$ cat src/rtl/sap_ctrl_pkg.sv
// Shared types and defaults for the SAP-1 front-panel clock controller.
// Holds the FSM state enum, the output decode struct and the timing defaults.
package sap_ctrl_pkg;

  localparam int DEF_DB_HALF   = 25000;
  localparam int DEF_RUN_HALF  = 25000000;
  localparam int DEF_STEP_HIGH = 4;

  typedef enum logic [2:0] {
    STOPPED,
    RUN_LO,
    RUN_HI,
    STEP_HI,
    HALTED
  } state_e;

  typedef struct packed {
    logic cpu_clk;
    logic running;
    logic halted;
  } ctrl_out_s;

  // Counter width able to hold 0..max-1, never narrower than one bit.
  function automatic int cnt_width(input int max);
    return (max > 1) ? $clog2(max) : 1;
  endfunction

  function automatic ctrl_out_s decode_outputs(input state_e s);
    ctrl_out_s o;
    o         = '0;
    o.cpu_clk = (s == RUN_HI) || (s == STEP_HI);
    o.running = (s == RUN_LO) || (s == RUN_HI);
    o.halted  = (s == HALTED);
    return o;
  endfunction

endpackage

$ cat src/rtl/sap_clock_ctrl_if.sv
// Panel/CPU signal bundle around the clock controller.
// master = the controller itself, slave = panel switches plus CPU core.
interface sap_clock_ctrl_if;
  logic db_clock;
  logic run_btn;
  logic step_btn;
  logic clr_btn;
  logic halt;
  logic cpu_clk;
  logic cpu_clr;
  logic running;
  logic halted;

  modport master (
    input  run_btn, step_btn, clr_btn, halt,
    output db_clock, cpu_clk, cpu_clr, running, halted
  );

  modport slave (
    output run_btn, step_btn, clr_btn, halt,
    input  db_clock, cpu_clk, cpu_clr, running, halted
  );
endinterface

$ cat src/rtl/sap_clock_ctrl_sync_edge.sv
// Two-flop synchroniser followed by a single-cycle rising-edge detector.
// level is the synchronised input; rise pulses for one clock per 0->1 change.
module sync_edge (
  input  logic clock,
  input  logic reset_n,
  input  logic d,
  output logic level,
  output logic rise
);

  logic r_meta;
  logic r_sync;
  logic r_prev;

  // NOTE: sequential state uses non-blocking assignments so every flop samples pre-edge values.
  always_ff @(posedge clock or negedge reset_n) begin
    if (!reset_n) begin
      r_meta <= 1'b0;
      r_sync <= 1'b0;
      r_prev <= 1'b0;
    end else begin
      r_meta <= d;
      r_sync <= r_meta;
      r_prev <= r_sync;
    end
  end

  assign level = r_sync;
  assign rise  = r_sync & ~r_prev;

endmodule

$ cat src/rtl/sap_clock_ctrl.sv
// SAP-1 front-panel clock controller: debounce prescaler plus the run/step/halt
// sequencer that is the sole source of cpu_clk and cpu_clr.
module sap_clock_ctrl
  import sap_ctrl_pkg::*;
#(
  parameter int DB_HALF   = DEF_DB_HALF,
  parameter int RUN_HALF  = DEF_RUN_HALF,
  parameter int STEP_HIGH = DEF_STEP_HIGH
) (
  input logic              clock,
  input logic              reset_n,
  sap_clock_ctrl_if.master bus
);

  localparam int DB_W   = cnt_width(DB_HALF);
  localparam int PH_MAX = (RUN_HALF > STEP_HIGH) ? RUN_HALF : STEP_HIGH;
  localparam int PH_W   = cnt_width(PH_MAX);

  logic w_run_rise;
  logic w_step_rise;
  logic w_halt;
  logic w_clr;
  logic w_unused_run_level;
  logic w_unused_step_level;
  logic w_unused_halt_rise;
  logic w_unused_clr_rise;

  sync_edge u_sync_run (
    .clock   (clock),
    .reset_n (reset_n),
    .d       (bus.run_btn),
    .level   (w_unused_run_level),
    .rise    (w_run_rise)
  );

  sync_edge u_sync_step (
    .clock   (clock),
    .reset_n (reset_n),
    .d       (bus.step_btn),
    .level   (w_unused_step_level),
    .rise    (w_step_rise)
  );

  sync_edge u_sync_halt (
    .clock   (clock),
    .reset_n (reset_n),
    .d       (bus.halt),
    .level   (w_halt),
    .rise    (w_unused_halt_rise)
  );

  sync_edge u_sync_clr (
    .clock   (clock),
    .reset_n (reset_n),
    .d       (bus.clr_btn),
    .level   (w_clr),
    .rise    (w_unused_clr_rise)
  );

  // Debounce clock prescaler: free-running in every FSM state.
  logic [DB_W-1:0] r_db_cnt;
  logic            r_db_clock;

  always_ff @(posedge clock or negedge reset_n) begin
    if (!reset_n) begin
      r_db_cnt   <= '0;
      r_db_clock <= 1'b0;
    end else if (r_db_cnt == DB_W'(DB_HALF - 1)) begin
      r_db_cnt   <= '0;
      r_db_clock <= ~r_db_clock;
    end else begin
      r_db_cnt   <= r_db_cnt + DB_W'(1);
    end
  end

  state_e          r_state;
  state_e          w_state_next;
  logic [PH_W-1:0] r_phase;
  logic            r_stop_pend;
  logic            w_stop_pend_next;
  logic            w_run_end;
  logic            w_step_end;
  logic            w_timed;
  ctrl_out_s       w_out;
  logic            r_cpu_clk;
  logic            r_running;
  logic            r_halted;

  assign w_run_end  = (r_phase == PH_W'(RUN_HALF - 1));
  assign w_step_end = (r_phase == PH_W'(STEP_HIGH - 1));
  assign w_timed    = r_state inside {RUN_LO, RUN_HI, STEP_HI};

  // State register; outputs are registered decodes of the next state so they
  // move on the same edge as the state without combinational glitches.
  always_ff @(posedge clock or negedge reset_n) begin
    if (!reset_n) begin
      r_state     <= STOPPED;
      r_phase     <= '0;
      r_stop_pend <= 1'b0;
      r_cpu_clk   <= 1'b0;
      r_running   <= 1'b0;
      r_halted    <= 1'b0;
    end else begin
      r_state     <= w_state_next;
      r_stop_pend <= w_stop_pend_next;
      r_cpu_clk   <= w_out.cpu_clk;
      r_running   <= w_out.running;
      r_halted    <= w_out.halted;
      if ((w_state_next != r_state) || w_clr) begin
        r_phase <= '0;
      end else if (w_timed) begin
        r_phase <= r_phase + PH_W'(1);
      end
    end
  end

  // NOTE: every combinational output gets a default first so no latch is inferred.
  always_comb begin
    w_state_next     = r_state;
    w_stop_pend_next = r_stop_pend;
    if (w_clr) begin
      w_state_next     = STOPPED;
      w_stop_pend_next = 1'b0;
    end else begin
      case (r_state)
        STOPPED: begin
          if (w_halt)           w_state_next = HALTED;
          else if (w_run_rise)  w_state_next = RUN_LO;
          else if (w_step_rise) w_state_next = STEP_HI;
        end
        RUN_LO: begin
          if (w_run_rise) begin
            w_state_next = STOPPED;
          end else if (w_run_end) begin
            if (w_halt)           w_state_next = HALTED;
            else if (r_stop_pend) w_state_next = STOPPED;
            else                  w_state_next = RUN_HI;
          end
        end
        RUN_HI: begin
          // A stop request never truncates the high phase.
          if (w_run_rise) w_stop_pend_next = 1'b1;
          if (w_run_end)  w_state_next     = RUN_LO;
        end
        STEP_HI: begin
          if (w_step_end) w_state_next = STOPPED;
        end
        HALTED:  w_state_next = HALTED;
        default: w_state_next = STOPPED;
      endcase
    end
    if ((w_state_next != RUN_LO) && (w_state_next != RUN_HI)) begin
      w_stop_pend_next = 1'b0;
    end
  end

  always_comb begin
    w_out = decode_outputs(w_state_next);
  end

  assign bus.db_clock = r_db_clock;
  assign bus.cpu_clk  = r_cpu_clk;
  assign bus.cpu_clr  = w_clr;
  assign bus.running  = r_running;
  assign bus.halted   = r_halted;

endmodule

$ cat src/flat_wrapper.sv
// flat-port wrapper written by rule: the top's interface ports become plain ports
module sap_clock_ctrl_flat import sap_ctrl_pkg::*;
#(
  parameter int DB_HALF   = DEF_DB_HALF,
  parameter int RUN_HALF  = DEF_RUN_HALF,
  parameter int STEP_HIGH = DEF_STEP_HIGH
)
  (clock, reset_n, bus_run_btn, bus_step_btn, bus_clr_btn, bus_halt, bus_db_clock, bus_cpu_clk, bus_cpu_clr, bus_running, bus_halted);
  sap_clock_ctrl_if bus_i ();
  input logic clock;
  input logic reset_n;
  input wire logic [$bits(bus_i.run_btn)-1:0] bus_run_btn;
  input wire logic [$bits(bus_i.step_btn)-1:0] bus_step_btn;
  input wire logic [$bits(bus_i.clr_btn)-1:0] bus_clr_btn;
  input wire logic [$bits(bus_i.halt)-1:0] bus_halt;
  output wire logic [$bits(bus_i.db_clock)-1:0] bus_db_clock;
  output wire logic [$bits(bus_i.cpu_clk)-1:0] bus_cpu_clk;
  output wire logic [$bits(bus_i.cpu_clr)-1:0] bus_cpu_clr;
  output wire logic [$bits(bus_i.running)-1:0] bus_running;
  output wire logic [$bits(bus_i.halted)-1:0] bus_halted;
  assign bus_i.run_btn = bus_run_btn;
  assign bus_i.step_btn = bus_step_btn;
  assign bus_i.clr_btn = bus_clr_btn;
  assign bus_i.halt = bus_halt;
  assign bus_db_clock = bus_i.db_clock;
  assign bus_cpu_clk = bus_i.cpu_clk;
  assign bus_cpu_clr = bus_i.cpu_clr;
  assign bus_running = bus_i.running;
  assign bus_halted = bus_i.halted;
  sap_clock_ctrl #(.DB_HALF(DB_HALF), .RUN_HALF(RUN_HALF), .STEP_HIGH(STEP_HIGH)) u_core (.clock(clock), .reset_n(reset_n), .bus(bus_i));
endmodule
$ cat config.mk
export PLATFORM = sky130hd
export DESIGN_NAME = sap_clock_ctrl_flat
export DESIGN_NICKNAME = d
export VERILOG_FILES = /design/src/rtl/sap_ctrl_pkg.sv /design/src/rtl/sap_clock_ctrl_if.sv /design/src/rtl/sap_clock_ctrl_sync_edge.sv /design/src/rtl/sap_clock_ctrl.sv /design/src/flat_wrapper.sv
export SDC_FILE = /design/constraint.sdc
export NUM_CORES = 1
export LEC_CHECK = 0
export CAP_MARGIN = 10
export CELL_PAD_IN_SITES_DETAIL_PLACEMENT = 0
export CELL_PAD_IN_SITES_GLOBAL_PLACEMENT = 1
export CORE_MARGIN = 10
export CORE_UTILIZATION = 45
export DETAILED_ROUTE_END_ITERATION = 8
export DONT_BUFFER_PORTS = 1
export GPL_TIMING_DRIVEN = 0
export PLACE_DENSITY = 0.78
export SLEW_MARGIN = 20
export SYNTH_ARGS = -nofsm -noshare
export SYNTH_HDL_FRONTEND = slang
export SYNTH_SLANG_ARGS = --single-unit
$ cat constraint.sdc
create_clock -name clock -period 2.1 [get_ports clock]
set_clock_uncertainty 0.1 [all_clocks]
set_input_delay 0.21 -clock clock [delete_from_list [all_inputs] [get_ports clock]]
set_output_delay 0.21 -clock clock [all_outputs]
set_load 0.03 [all_outputs]
==> results.yml <==
pwr:
  switchingPower_mw: 0.5826
  vdd_ir_drop_max_v: 0.0006080
  combinationalPowerShare: 0.093
  power_frac_seq: 0.494
  power.density_cell_area_nw_per_um2: 706.4
  cell_internal_pwr_mw: 1.790
  power_frac_clock: 0.413
  leakage_nw: 1.475
  switching_share: 0.2456
place:
  final_gp_congestion: 0.8074
  place.port_buffers: 0
  post-dp-hpwl_um: 3281
  post-place-ws_ns: -0.4181
hold_path:
  worstHoldPathType: "reg -> reg"
floorplanning:
  core_area_um2: 5851
  io_pins: 11
  die_area_um2: 9460
  fp.dieW_um: 97.27
  initial_core_util: 0.4592
  die_y_um: 97.27
  core.rowCount: 28
sta:
  peak_freq_mhz: 457.0
  timing_max_transition_violations_final: 0
  total_setup_violations_reported_at_the_end_of_the_flow: 22
  fin_hold_ws_ns: 0.2482
  finalWorstPathRequiredPeriod_ns: 2.188
  slew-limit-headroom: 0.5782
  min_period_over_period: 1.042
  rsz0062_at_grt: "true"
  worst_slew_pin_slew_ns: 0.6293
  final.setup.worst_slack_ns: -0.08818
  finalHoldViolations: 0
synthesis:
  synth-compound-area-share: 0.06893
  synth_cell_types: 43
  syn_avg_cell_area_um2: 10.45
  synth_top_family_by_area: "simple AND/OR/NAND/NOR gates"
  yosysSeqAreaShare: 0.5403
  postSynthCellCount: 257
  synth.net_count: 265
  synth.ff_latch_count: 58
  synth-simple-area-share: 0.2478
  post_synth_mux_area_share: 0
  synth-xor-area-share: 0.1174
  synth_fa_ha_area_frac: 0.009315
  mappedNetlistArea_um2: 2686
  synth-warning-count: 0
finish:
  layout.nets: 308
  fraction_of_final_layout_cells_with_drive_strength_greater_than_1: 0.2557
  area_grow_syn2layout_pct: 25.01
  antenna_cells: 0
cts:
  max_h_tree_level: 3
  later_pin_clock_latency_in_the_skew_report_ns: 0.34
  clkSlewWorstSetupHoldPaths_ns: 0.06
  numClockSinks: 58
  cts_tree: "built"
  cts_inserted_buffers: 9
  max_root_sink_buffers: 2
  cts_root_buffer: "clkbuf_8"
critical_path:
  setup.worst_path.end_class: "register"
  worstSetupStartpointType: "register"
  critPathKind: "reg -> reg"
  path_max_fanout: 5
  critPathArrivalTime_ns: 2.34
  critPathRequiredTime_ns: 2.25
outcome:
  outcome: "complete, but fails checks"
  failed_checks: "negative setup slack"
routing:
  drt_pass1_iterations: 4
  antenna_violating_nets_post_route: 0
  routed_wl_um: 5435
  routedWlPerCell_um: 14.30
  vias_per_cell: 5.197
  total_number_of_vias: 1975
  initialDrtViolationCount: 66
  drc: 0
grt:
  grt_first_pass_wirelength_um: 9301
  grt_pass1_vias: 1952
  grt_max_degree: 59
  grt_remaining_overflow: 0
  antenna_violations_before_repair: 0
  globalRouteTotalUtil: 0.1200
run:
  max_cap_viol_count: 0
-- sequential cells by signal, indices dropped and copies added, names as in the netlist --
register,count
u_core.bus.halted,1
u_core.u_sync_clr.level,1
u_core.r_stop_pend,1
u_core.u_sync_halt.r_meta,1
u_core.r_state,3
u_core.u_sync_run.r_prev,1
u_core.bus.running,1
u_core.u_sync_run.r_meta,1
u_core.r_phase,25
u_core.bus.db_clock,1
u_core.u_sync_step.r_prev,1
u_core.r_db_cnt,15
u_core.u_sync_run.level,1
u_core.u_sync_step.r_meta,1
u_core.u_sync_step.level,1
u_core.u_sync_halt.level,1
u_core.u_sync_clr.r_meta,1
u_core.bus.cpu_clk,1
-- Yosys cell counts (all sizes together) --
cell     n  area share
nor3     7       0.013
and3     7       0.016
nand3b   1      0.0028
or2      1      0.0023
a21oi    7       0.013
nor4     4      0.0093
and2b    1      0.0028
or3      2      0.0047
nor2    40       0.056
nor2b    2      0.0047
nand4   12       0.030
xnor2   13       0.042
o21bai   2      0.0056
or4      1      0.0042
clkbuf   4      0.0056
dfrtp   58        0.54
o21ba    2      0.0075
o21a     2      0.0056
or3b     2      0.0075
a21boi   1      0.0028
nand3   16       0.032
o21ai    5      0.0093
nand2   16       0.022
ha       2      0.0093
a211oi   2      0.0075
nor3b    1      0.0047
xor2    23       0.075
a21o     2      0.0056
inv      2      0.0028
o211ai   3       0.012
nor4b    3      0.0098
nand2b   2      0.0047
buf      3      0.0079
and4     2      0.0065
and2     6       0.014
-- final cells by class --
cell class	count	area, um^2
Fill cell	498	2492
Sequential cell	58	1458
Multi-Input combinational cell	190	1269
Timing Repair Buffer	34	299.0
Clock buffer	11	131.4
Tap cell	75	93.84
Clock inverter	5	55.05
Buffer	5	45.04
Inverter	2	7.507
-- cell families after synthesis --
logic type,Yosys count
and+or+nand+nor,126
buffers and inverters,9
adders and majority gates,2
DFF,58
AOI/OAI and AO/OA,26
xor gates and xnor gates,36
-- critical path, stage by stage, from the launching register on --
cell	delay, ns
dfrtp_1	0.37
nand4_1	0.11
or4_4	0.57
o21ba_1	0.20
o211ai_2	0.16
or3b_4	0.41
a211oi_2	0.19
-- layout by cell type (no fill, tap or decap), types with 2 or more instances in the layout --
cell / Yosys / final
dfrtp_1: 58 / 53
nor2_1: 40 / 38
buf_4: 0 / 25
xor2_1: 23 / 23
nand2_1: 16 / 16
nand3_1: 15 / 14
xnor2_1: 13 / 13
nand4_1: 11 / 11
clkbuf_8: 0 / 9
a21oi_1: 7 / 7
and3_1: 7 / 7
buf_6: 1 / 6
dlygate4sd3_1: 0 / 5
dfrtp_2: 0 / 5
nor3_1: 7 / 4
and2_1: 5 / 4
o21ai_0: 5 / 4
nor3_2: 0 / 3
clkbuf_1: 4 / 3
nand3_2: 1 / 2
nor4_2: 0 / 2
nor4_1: 4 / 2
nand2b_1: 2 / 2
o21bai_1: 2 / 2
nor2_2: 0 / 2
a21o_1: 2 / 2
o211ai_2: 2 / 2
o21a_1: 2 / 2
or3_1: 2 / 2
inv_1: 2 / 2
nor2b_1: 2 / 2
a211oi_2: 1 / 2
clkinv_2: 0 / 2
clkinvlp_4: 0 / 2
-- final timing paths --
check,from,to,slack [ns],cells past startpoint
setup / recovery,u_core.r_phase[20],u_core.r_stop_pend,-0.09,6
hold / removal,u_core.u_sync_step.r_meta,u_core.u_sync_step.level,0.25,0
setup reg to reg,u_core.r_phase[20],u_core.r_stop_pend,-0.09,6
hold reg to reg,u_core.u_sync_step.r_meta,u_core.u_sync_step.level,0.25,0
max in group asynchronous,reset_n,u_core.r_phase[11],1.33,2
min in group asynchronous,reset_n,u_core.r_phase[14],0.29,2
-- power by group through the flow --
stage / Combinational, mW / Sequential, mW / Clock (mW)
after floorplan: 0.105 / 1.19 / 0
after global placement: 0.130 / 1.19 / 0
after detailed placement: 0.131 / 1.19 / 0
after CTS: 0.197 / 1.17 / 1.02
after global routing: 0.245 / 1.17 / 1.07
final: 0.220 / 1.17 / 0.980
-- through the flow --
stage,cell area [um^2],util,instances,setup TNS [ns],total power [mW]
final,3358,0.5740,380,-0.4243,2.372
after floorplan,2688,-,257,-0.09112,1.292
after global placement,2781,0.4754,332,-8.905,1.320
after detailed placement,2781,0.4754,332,-9.559,1.322
after global routing,3358,0.5740,380,-3.390,2.487
after CTS,3266,0.5582,374,-1.041,2.387
-- per-layer routing --
layer  wire length [um]  vias to the layer above  global-route usage  part of all wire
met4                 87                        0             0.05034             0.016
met5                  0                        -                   0                 0
met2               2601                       22              0.1883              0.48
met1               2577                      972              0.1443              0.47
li1                   -                      972                   -                 -
met3                168                        9             0.04481             0.031
-- repair_timing --
action | 4_1_cts | 5_1_grt
buffers inserted | 21 | 6
endpoints found under the hold margin | 62 | 0
pin swaps | 6 | 8
cloned | 0 | 1
hold buffers | 6 | 0
endpoints found under the setup margin | 38 | 29
gates resized for setup | 20 | 12
Power figures use the tool's default switching activity.
